`config.mk`:
```
export PLATFORM = sky130hd
export DESIGN_NAME = branch_ctrl
export DESIGN_NICKNAME = d
export VERILOG_FILES = /design/src/rtl/branch_ctrl_pkg.sv /design/src/rtl/branch_ctrl_ret_stack.sv /design/src/rtl/branch_ctrl.sv
export SDC_FILE = /design/constraint.sdc
export NUM_CORES = 1
export LEC_CHECK = 0
export ABC_AREA = 1
export CAP_MARGIN = 20
export CORE_ASPECT_RATIO = 2
export CORE_MARGIN = 2
export CORE_UTILIZATION = 49
export CTS_BUF_LIST = sky130_fd_sc_hd__clkbuf_8
export DETAILED_ROUTE_END_ITERATION = 8
export PLACE_DENSITY = 0.73
export SKIP_LAST_GASP = 1
export SLEW_MARGIN = 20
export SYNTH_ARGS = -nofsm -noshare
export SYNTH_HDL_FRONTEND = slang
export SYNTH_SLANG_ARGS = --single-unit
```
`constraint.sdc`:
```
create_clock -name Clk -period 20 [get_ports Clk]
set_input_delay 3 -clock Clk [delete_from_list [all_inputs] [get_ports Clk]]
set_output_delay 3 -clock Clk [all_outputs]
set_load 0.02 [all_outputs]
```
`src/rtl/branch_ctrl_pkg.sv`:
```
// Shared opcode encoding and sizing helpers for the branch controller and its return stack.
package branch_ctrl_pkg;

    localparam int OPW = 4;

    typedef enum logic [OPW-1:0] {
        kNOP  = 4'h0,
        kJ    = 4'h1,
        kBRE  = 4'h2,
        kBRGT = 4'h3,
        kCALL = 4'h4,
        kRET  = 4'h5
    } op_t;

    // Width able to hold a count from 0 to n inclusive.
    function automatic int cnt_width(input int n);
        return (n < 1) ? 1 : $clog2(n + 1);
    endfunction

    // Width able to index n entries (at least one bit).
    function automatic int idx_width(input int n);
        return (n < 2) ? 1 : $clog2(n);
    endfunction

endpackage

```
`src/rtl/branch_ctrl_ret_stack.sv`:
```
// Return-address LIFO: push/pop qualified by full/empty, never wraps; top reads combinationally.
import branch_ctrl_pkg::*;

module ret_stack #(
    parameter int PW = 16,
    parameter int SD = 4
) (
    input  logic          Clk,
    input  logic          Reset,
    input  logic          push,
    input  logic          pop,
    input  logic [PW-1:0] din,
    output logic [PW-1:0] top,
    output logic          empty,
    output logic          full
);

    localparam int SPW = cnt_width(SD);
    localparam int AW  = idx_width(SD);

    logic [PW-1:0]  mem [SD];
    logic [SPW-1:0] sp;
    logic [SPW-1:0] sp_m1;
    logic [AW-1:0]  wr_idx;
    logic [AW-1:0]  rd_idx;
    logic           do_push;
    logic           do_pop;

    assign empty   = (sp == '0);
    assign full    = (sp == SPW'(SD));
    assign do_push = push && !full;
    assign do_pop  = pop && !empty;
    assign sp_m1   = sp - SPW'(1);
    assign wr_idx  = sp[AW-1:0];
    assign rd_idx  = sp_m1[AW-1:0];

    always_ff @(posedge Clk or posedge Reset) begin
        if (Reset) begin
            sp <= '0;
        end else if (do_push) begin
            sp <= sp + SPW'(1);
        end else if (do_pop) begin
            sp <= sp_m1;
        end
    end

    // Entries at or above sp are don't-care, so the storage needs no reset.
    always_ff @(posedge Clk) begin
        if (do_push) begin
            mem[wr_idx] <= din;
        end
    end

    assign top = empty ? '0 : mem[rd_idx];

endmodule

```
`src/rtl/branch_ctrl.sv`:
```
// Jump/branch/call/return decoder with loadable target table, registered ALU flags and return stack.
import branch_ctrl_pkg::*;

module branch_ctrl #(
    parameter int IW   = 9,
    parameter int PW   = 16,
    parameter int IDXW = 5,
    parameter int SD   = 4
) (
    input  logic            Clk,
    input  logic            Reset,
    input  logic [IW-1:0]   Instruction,
    input  logic [PW-1:0]   PC,
    input  logic            advance,
    input  logic            ZERO,
    input  logic            GREATER,
    input  logic            flag_we,
    input  logic            tbl_we,
    input  logic [IDXW-1:0] tbl_waddr,
    input  logic [PW-1:0]   tbl_wdata,
    output logic            jump_en,
    output logic [PW-1:0]   Target,
    output logic            stack_ovf,
    output logic            stack_unf
);

    localparam int TD = 2 ** IDXW;

    logic [PW-1:0]   tbl [TD];
    logic            z_q;
    logic            g_q;

    logic [OPW-1:0]  opcode;
    logic [IDXW-1:0] idx;
    logic [PW-1:0]   tbl_rd;

    logic            push;
    logic            pop;
    logic            set_ovf;
    logic            set_unf;
    logic [PW-1:0]   ret_addr;
    logic [PW-1:0]   stk_top;
    logic            stk_empty;
    logic            stk_full;

    assign opcode   = Instruction[IW-1:IW-OPW];
    assign idx      = Instruction[IDXW-1:0];
    assign tbl_rd   = tbl[idx];
    assign ret_addr = PC + PW'(1);

    // Asynchronous read sees the pre-write value when the same index is written this cycle.
    always_ff @(posedge Clk or posedge Reset) begin
        if (Reset) begin
            for (int i = 0; i < TD; i++) begin
                tbl[i] <= '0;
            end
        end else if (tbl_we) begin
            tbl[tbl_waddr] <= tbl_wdata;
        end
    end

    always_ff @(posedge Clk or posedge Reset) begin
        if (Reset) begin
            z_q <= 1'b0;
            g_q <= 1'b0;
        end else if (advance && flag_we) begin
            z_q <= ZERO;
            g_q <= GREATER;
        end
    end

    always_ff @(posedge Clk or posedge Reset) begin
        if (Reset) begin
            stack_ovf <= 1'b0;
            stack_unf <= 1'b0;
        end else begin
            if (set_ovf) stack_ovf <= 1'b1;
            if (set_unf) stack_unf <= 1'b1;
        end
    end

    always_comb begin
        jump_en = 1'b0;
        Target  = '0;
        push    = 1'b0;
        pop     = 1'b0;
        set_ovf = 1'b0;
        set_unf = 1'b0;
        if (!Reset) begin
            case (opcode)
                kJ: begin
                    jump_en = 1'b1;
                    Target  = tbl_rd;
                end
                kBRE: begin
                    jump_en = z_q;
                    Target  = z_q ? tbl_rd : '0;
                end
                kBRGT: begin
                    jump_en = g_q;
                    Target  = g_q ? tbl_rd : '0;
                end
                kCALL: begin
                    // The jump is taken even when the stack is full; only the push is dropped.
                    jump_en = 1'b1;
                    Target  = tbl_rd;
                    push    = advance && !stk_full;
                    set_ovf = advance && stk_full;
                end
                kRET: begin
                    if (!stk_empty) begin
                        jump_en = 1'b1;
                        Target  = stk_top;
                        pop     = advance;
                    end else begin
                        set_unf = advance;
                    end
                end
                default: begin
                    jump_en = 1'b0;
                    Target  = '0;
                end
            endcase
        end
    end

    ret_stack #(
        .PW (PW),
        .SD (SD)
    ) u_ret_stack (
        .Clk   (Clk),
        .Reset (Reset),
        .push  (push),
        .pop   (pop),
        .din   (ret_addr),
        .top   (stk_top),
        .empty (stk_empty),
        .full  (stk_full)
    );

endmodule

```
-- Word level (Yosys, flattened, before mapping)
Memory sizes are Yosys's and may differ from the RTL's.
Index checks and enable logic that the tools add are counted.
- $add $sub $neg: 3
- $lt $le $gt $ge: 3
- eq/ne operators: 6
- multiplexer cells: 28
- bitwise gates (word level): 2
- reduce and logical (&&, ||, !) cells: 11
- operators by type and width (kind ; count):
    bitwise mux 512 bit ; 1
    2-to-1 mux 16 bit ; 7
    binary-select mux 16 bit (select 5 bit) ; 1
    demux 16 bit (select 5 bit) ; 1
    one-hot mux 16 bit (4 select lines) ; 1
    adder 16 x 1 -> 16 bit, second input constant ; 1
    2-to-1 mux 1 bit ; 14
    greater-or-equal comparator 6 bit, second input constant ; 2
    NOT 5 -> 6 bit ; 2
    == test 4 x 2 -> 1 bit, second input constant ; 2
    == test 4 x 3 -> 1 bit, second input constant ; 2
    logical AND 1 bit ; 6
    < comparator 6 x 1 -> 1 bit, second input constant ; 1
    2-to-1 mux 3 bit ; 2
    == test 4 x 1 -> 1 bit, second input constant ; 1
    one-hot mux 1 bit (4 select lines) ; 1
    adder 3 x 1 -> 3 bit, second input constant ; 1
    == test 3 bit, second input constant ; 1
    zero test 3 bit ; 1
    subtractor 3 x 1 -> 3 bit, second input constant ; 1
    zero test 1 bit ; 2
    nonzero test 2 bit ; 1
    OR reduction 2 bit ; 1
- bits in registers: 519
- RAM bits: 64
- bits of input ports: 53
- output and inout port bits: 19
- word-level logic and storage cells: 91
- memories: 1
- memories (memory ; depth ; width ; rd ports ; clocked after Yosys merged registers in ; write ports ; line ; RTL):
    u_ret_stack.mem ; 4 ; 16 ; 1 ; 0 ; 1 ; branch_ctrl_ret_stack.sv:21 ; logic [PW-1:0] mem [SD];

-- Depth between registers and ports, before layout
- depth in word-level cells: 8
- gate-level depth with buffers: 12

-- Cells and area by module
Synthesis repeated with hierarchy kept, for this count alone.
- cell total of the unflattened synthesis: 3481
- area, all modules: 27531.4 um^2
- modules (own cells, without submodules) (module ; instances ; cells an instance ; area an instance (um^2) ; seq. area each (um^2)):
    branch_ctrl ; 1 ; 3185 ; 24353.4 ; 12912.4
    ret_stack ; 1 ; 296 ; 3178.0 ; 1996.9

-- Least setup slack after synthesis
No wires, ideal clock.
- path type: input to output
- start: in Reset
- end: out jump_en
- data arrival time: 15319 ps
- data required time: 17000 ps
- path slack: 1681 ps
- stages: 4
- buffers on the path: 1
- cells stage by stage: clkbuf_1 > inv_1 > o21ai_0 > inv_1
- longest elaborated chain between the ends: 1
- RTL lines (item ; line ; RTL):
    start, declared ; branch_ctrl.sv:11 ; input logic Reset,
    2-to-1 mux 1 bit ; branch_ctrl.sv:89 ; if (!Reset) begin
    end, declared ; branch_ctrl.sv:21 ; output logic jump_en,
No other way between the ends.

-- Worst setup path after layout
- start: in Instruction[0]
- end: out Target[10]
- longest elaborated chain between the ends: 7
- elaborated cells on any way between the ends: 8
- RTL lines (item ; line ; RTL):
    start, declared ; branch_ctrl.sv:12 ; input logic [IW-1:0] Instruction,
    NOT 5 -> 6 bit (not written as such) (*) ; branch_ctrl.sv:48 ; assign tbl_rd = tbl[idx];
    binary-select mux 16 bit (select 5 bit) (*) ; branch_ctrl.sv:48 ;
    2-to-1 mux 16 bit (not written as such) (*) (2 in a row) ; branch_ctrl.sv:48 ;
    2-to-1 mux 16 bit (on tied branches) ; branch_ctrl.sv:101, branch_ctrl.sv:97 ;
    one-hot mux 16 bit (4 select lines) (*) ; branch_ctrl.sv:90 ; case (opcode)
    2-to-1 mux 16 bit (*) ; branch_ctrl.sv:89 ;
    end, declared ; branch_ctrl.sv:22 ; output logic [PW-1:0] Target,
Mark *: on every way between the ends. The rest lies on a longest branch, timed or not. The select of a mux whose other input is x is not followed.

==> impl_metrics.tcl <==
set metrics [dict create \
    synth_largest_area_cell "dfrtp_1" \
    power.density_nw_per_um2 100 \
    drive_above_1_share 0.0591 \
    placement_rows 122 \
    yosysSeqAreaShare 0.549 \
    syn_to_final_growth_pct 8.68 \
    required_ns 17.00 \
    drv_slew 0 \
    start_util 0.493 \
    cp_slowest_stage_delay_ns 0.77 \
    ys_types 31 \
    die_y_um 337 \
    layout_commonest_cell "nand2_1" \
    clk-insertion-delay-late_ns 0.69 \
    maxCapViolCount 0 \
    final_area_um2 29500 \
    setup_viol 0 \
    dr.pass1.iters 6 \
    wl_mm 75.9 \
    postCtsHoldBufs 0 \
    layout_common_cells "nand2_1 (1160), dfrtp_1 (519), o21ai_0 (479)" \
    netlist.area_leader.share 0.478 \
    fp.dieW_um 171 \
    initialDrtViolationCount 1888 \
    cts.clk_slew.worst_paths_ns 0.06 \
    slew_headroom 0.183 \
    crit_path_start_kind "primary input" \
    io_pins 72 \
    setup.worst_path.end_class "output pin" \
    worst_pin_slew_ns 1.23 \
    wire_per_inst_um 18.5 \
    ys_ff_latch 583 \
    syn_nets 3424 \
    period_needed_ns 10.08 \
    grt_pass1_vias 22000 \
    nets 3358 \
    grt.total_usage 0.272 \
    fin_skew_ns 0.0136 \
    tns_ns 0 \
    synthArstFlopShare 0.890 \
    drtAntennaViolNets 0 \
    dr_total_vias 22700 \
    placed_area_um2 28000 \
    cts-buffers-inserted 80 \
    gr-total-overflow 0 \
    crit_fanout 176 \
    syn_area_per_cell_um2 8.07 \
    cts_tree "yes" \
    timing.final.hold_violations 0 \
    power.total_mw 2.96 \
    synth.top_cells.by_area "dfrtp_1 (48%), nand2_1 (16%), o21ai_0 (8.8%), nand3_1 (7.6%), edfxtp_1 (7.1%)" \
    core-area_um2 55100 \
    drc 0 \
    slowest_stage "inv_8" \
    dp_hpwl_mm 47.3 \
    hold_class "flop to flop" \
    peakVddDrop_mv 0.140 \
    synth_flop_cell "dfrtp_1" \
    fin_crit_sh 0.504 \
    grt_setup_unrepaired "false" \
    cts_max_path_buffers 3 \
    critPathTopFamily "buffers and inverters" \
    cts.htree.levels 3 \
    routabilityCongestion 0.837 \
    port_buffers 71 \
    dieArea_um2 57500 \
    status "complete, no violations" \
    synth_edf_count 64 \
    clock_sinks 583 \
    worstPathArrival_ns 7.08 \
    grt_pass1_wl_mm 121 \
    ctsResizeCount 0 \
    critPathMostFrequentCell "nand3_1" \
    synthesis.area_um2 27200 \
    vias_per_cell 5.53 \
    syn_inst 3365 \
    cts_setup_buffers 0 \
    timing.fmax_mhz 99.2 \
    yosysWarnings 0 \
    root_buffer "clkbuf_8" \
    p_leak_nw 13.7 \
    critical_path_class "primary input to output pin" \
    grt_max_degree 177 \
    antenna_found_initial 4 \
    path_buf_inv 4 \
    cp_cell_sequence "clkbuf_8, inv_8, buf_4, nand2_1, nand2_1, nand2_1, nand3_1, nand3_1, nand3_1, nand3_1, a21oi_1, clkdlybuf4s50_1" \
]
## cell type report
type / count / area, µm²
diodes: 3 / 7.51
clock buffers: 90 / 1240
clock inverters: 42 / 219
fillers: 5133 / 25600
inverters: 181 / 697
multi-input cells: 2336 / 10400
flip-flops and latches: 583 / 14900
well taps: 744 / 931
repair buffers: 117 / 1100
## stage by stage
stage | instances | util | worst slack [ns] | hold WS (ns)
after floorplan | 3365 | - | 1.68 | 0.448
after global placement | 3958 | 0.508 | 10.02 | 0.461
after detailed placement | 3959 | 0.509 | 10.03 | 0.459
after CTS | 4091 | 0.535 | 10.01 | 0.482
after global routing | 4094 | 0.536 | 9.69 | 0.500
final | 4096 | 0.536 | 9.92 | 0.481
## worst reg2reg max path: cells and delay by family (launching register included)
| kind | cells | cell delay, ns |
|---|---|---|
| AND/OR/NAND/NOR | 4 | 1.19 |
| buffers and inverters | 3 | 0.50 |
| flip-flops | 1 | 0.32 |
| adder cells (fa/ha/maj) | 1 | 0.24 |
## power by group
group | switching, mW | internal, mW | total (mW)
Combinational | 0.359 | 0.210 | 0.569
Sequential | 0.107 | 1.40 | 1.51
Clock | 0.455 | 0.423 | 0.878
## cells by family after synthesis
kind of cell	Yosys count	share of synthesized area
compound gates	581	0.112
xor+xnor	17	0.00548
fa+ha+maj	6	0.00276
buf+inv	446	0.0684
flops	583	0.549
mux	2	0.000829
simple gates	1730	0.262
## state kept, by name, summed over array words and instances, names as in the netlist
| name | flops |
|---|---|
| tbl | 512 |
| stack_ovf | 1 |
| u_ret_stack.sp | 3 |
| u_ret_stack.mem | 64 |
| z_q | 1 |
| stack_unf | 1 |
| g_q | 1 |
## worst paths after layout
check | startpoint | endpoint | slack (ns) | depth (start not counted)
min in group asynchronous | Reset | tbl[206] | 2.91 | 3
hold reg to reg | tbl[345] | tbl[345] | 0.48 | 2
setup / recovery | Instruction[0] | Target[10] | 9.92 | 12
max in group asynchronous | Reset | tbl[264] | 14.33 | 6
setup reg to reg | u_ret_stack.sp[0] | u_ret_stack.mem[3][10] | 17.35 | 8
hold / removal | tbl[345] | tbl[345] | 0.48 | 2
## Yosys cell counts (5+ instances only)
| cell | count |
|---|---|
| o21ai_1 | 13 |
| ha_1 | 6 |
| clkbuf_1 | 150 |
| xor2_1 | 13 |
| nand3_1 | 412 |
| dfrtp_1 | 519 |
| edfxtp_1 | 64 |
| inv_2 | 7 |
| inv_1 | 174 |
| o32ai_1 | 16 |
| nor3_1 | 9 |
| buf_1 | 28 |
| o211ai_1 | 5 |
| buf_2 | 63 |
| a21oi_2 | 13 |
| nand2_1 | 1165 |
| buf_4 | 20 |
| a21oi_1 | 53 |
| o21ai_0 | 479 |
| nor2_1 | 129 |
## routing by layer
metal / vias up / GRT usage / wire, µm
met1: 10900 / 0.313 / 28800
met4: 2 / 0.146 / 3830
met5: - / 0 / 12
met3: 233 / 0.0445 / 4180
li1: 10700 / - / -
met2: 745 / 0.481 / 39100
Power figures use the tool's default switching activity.
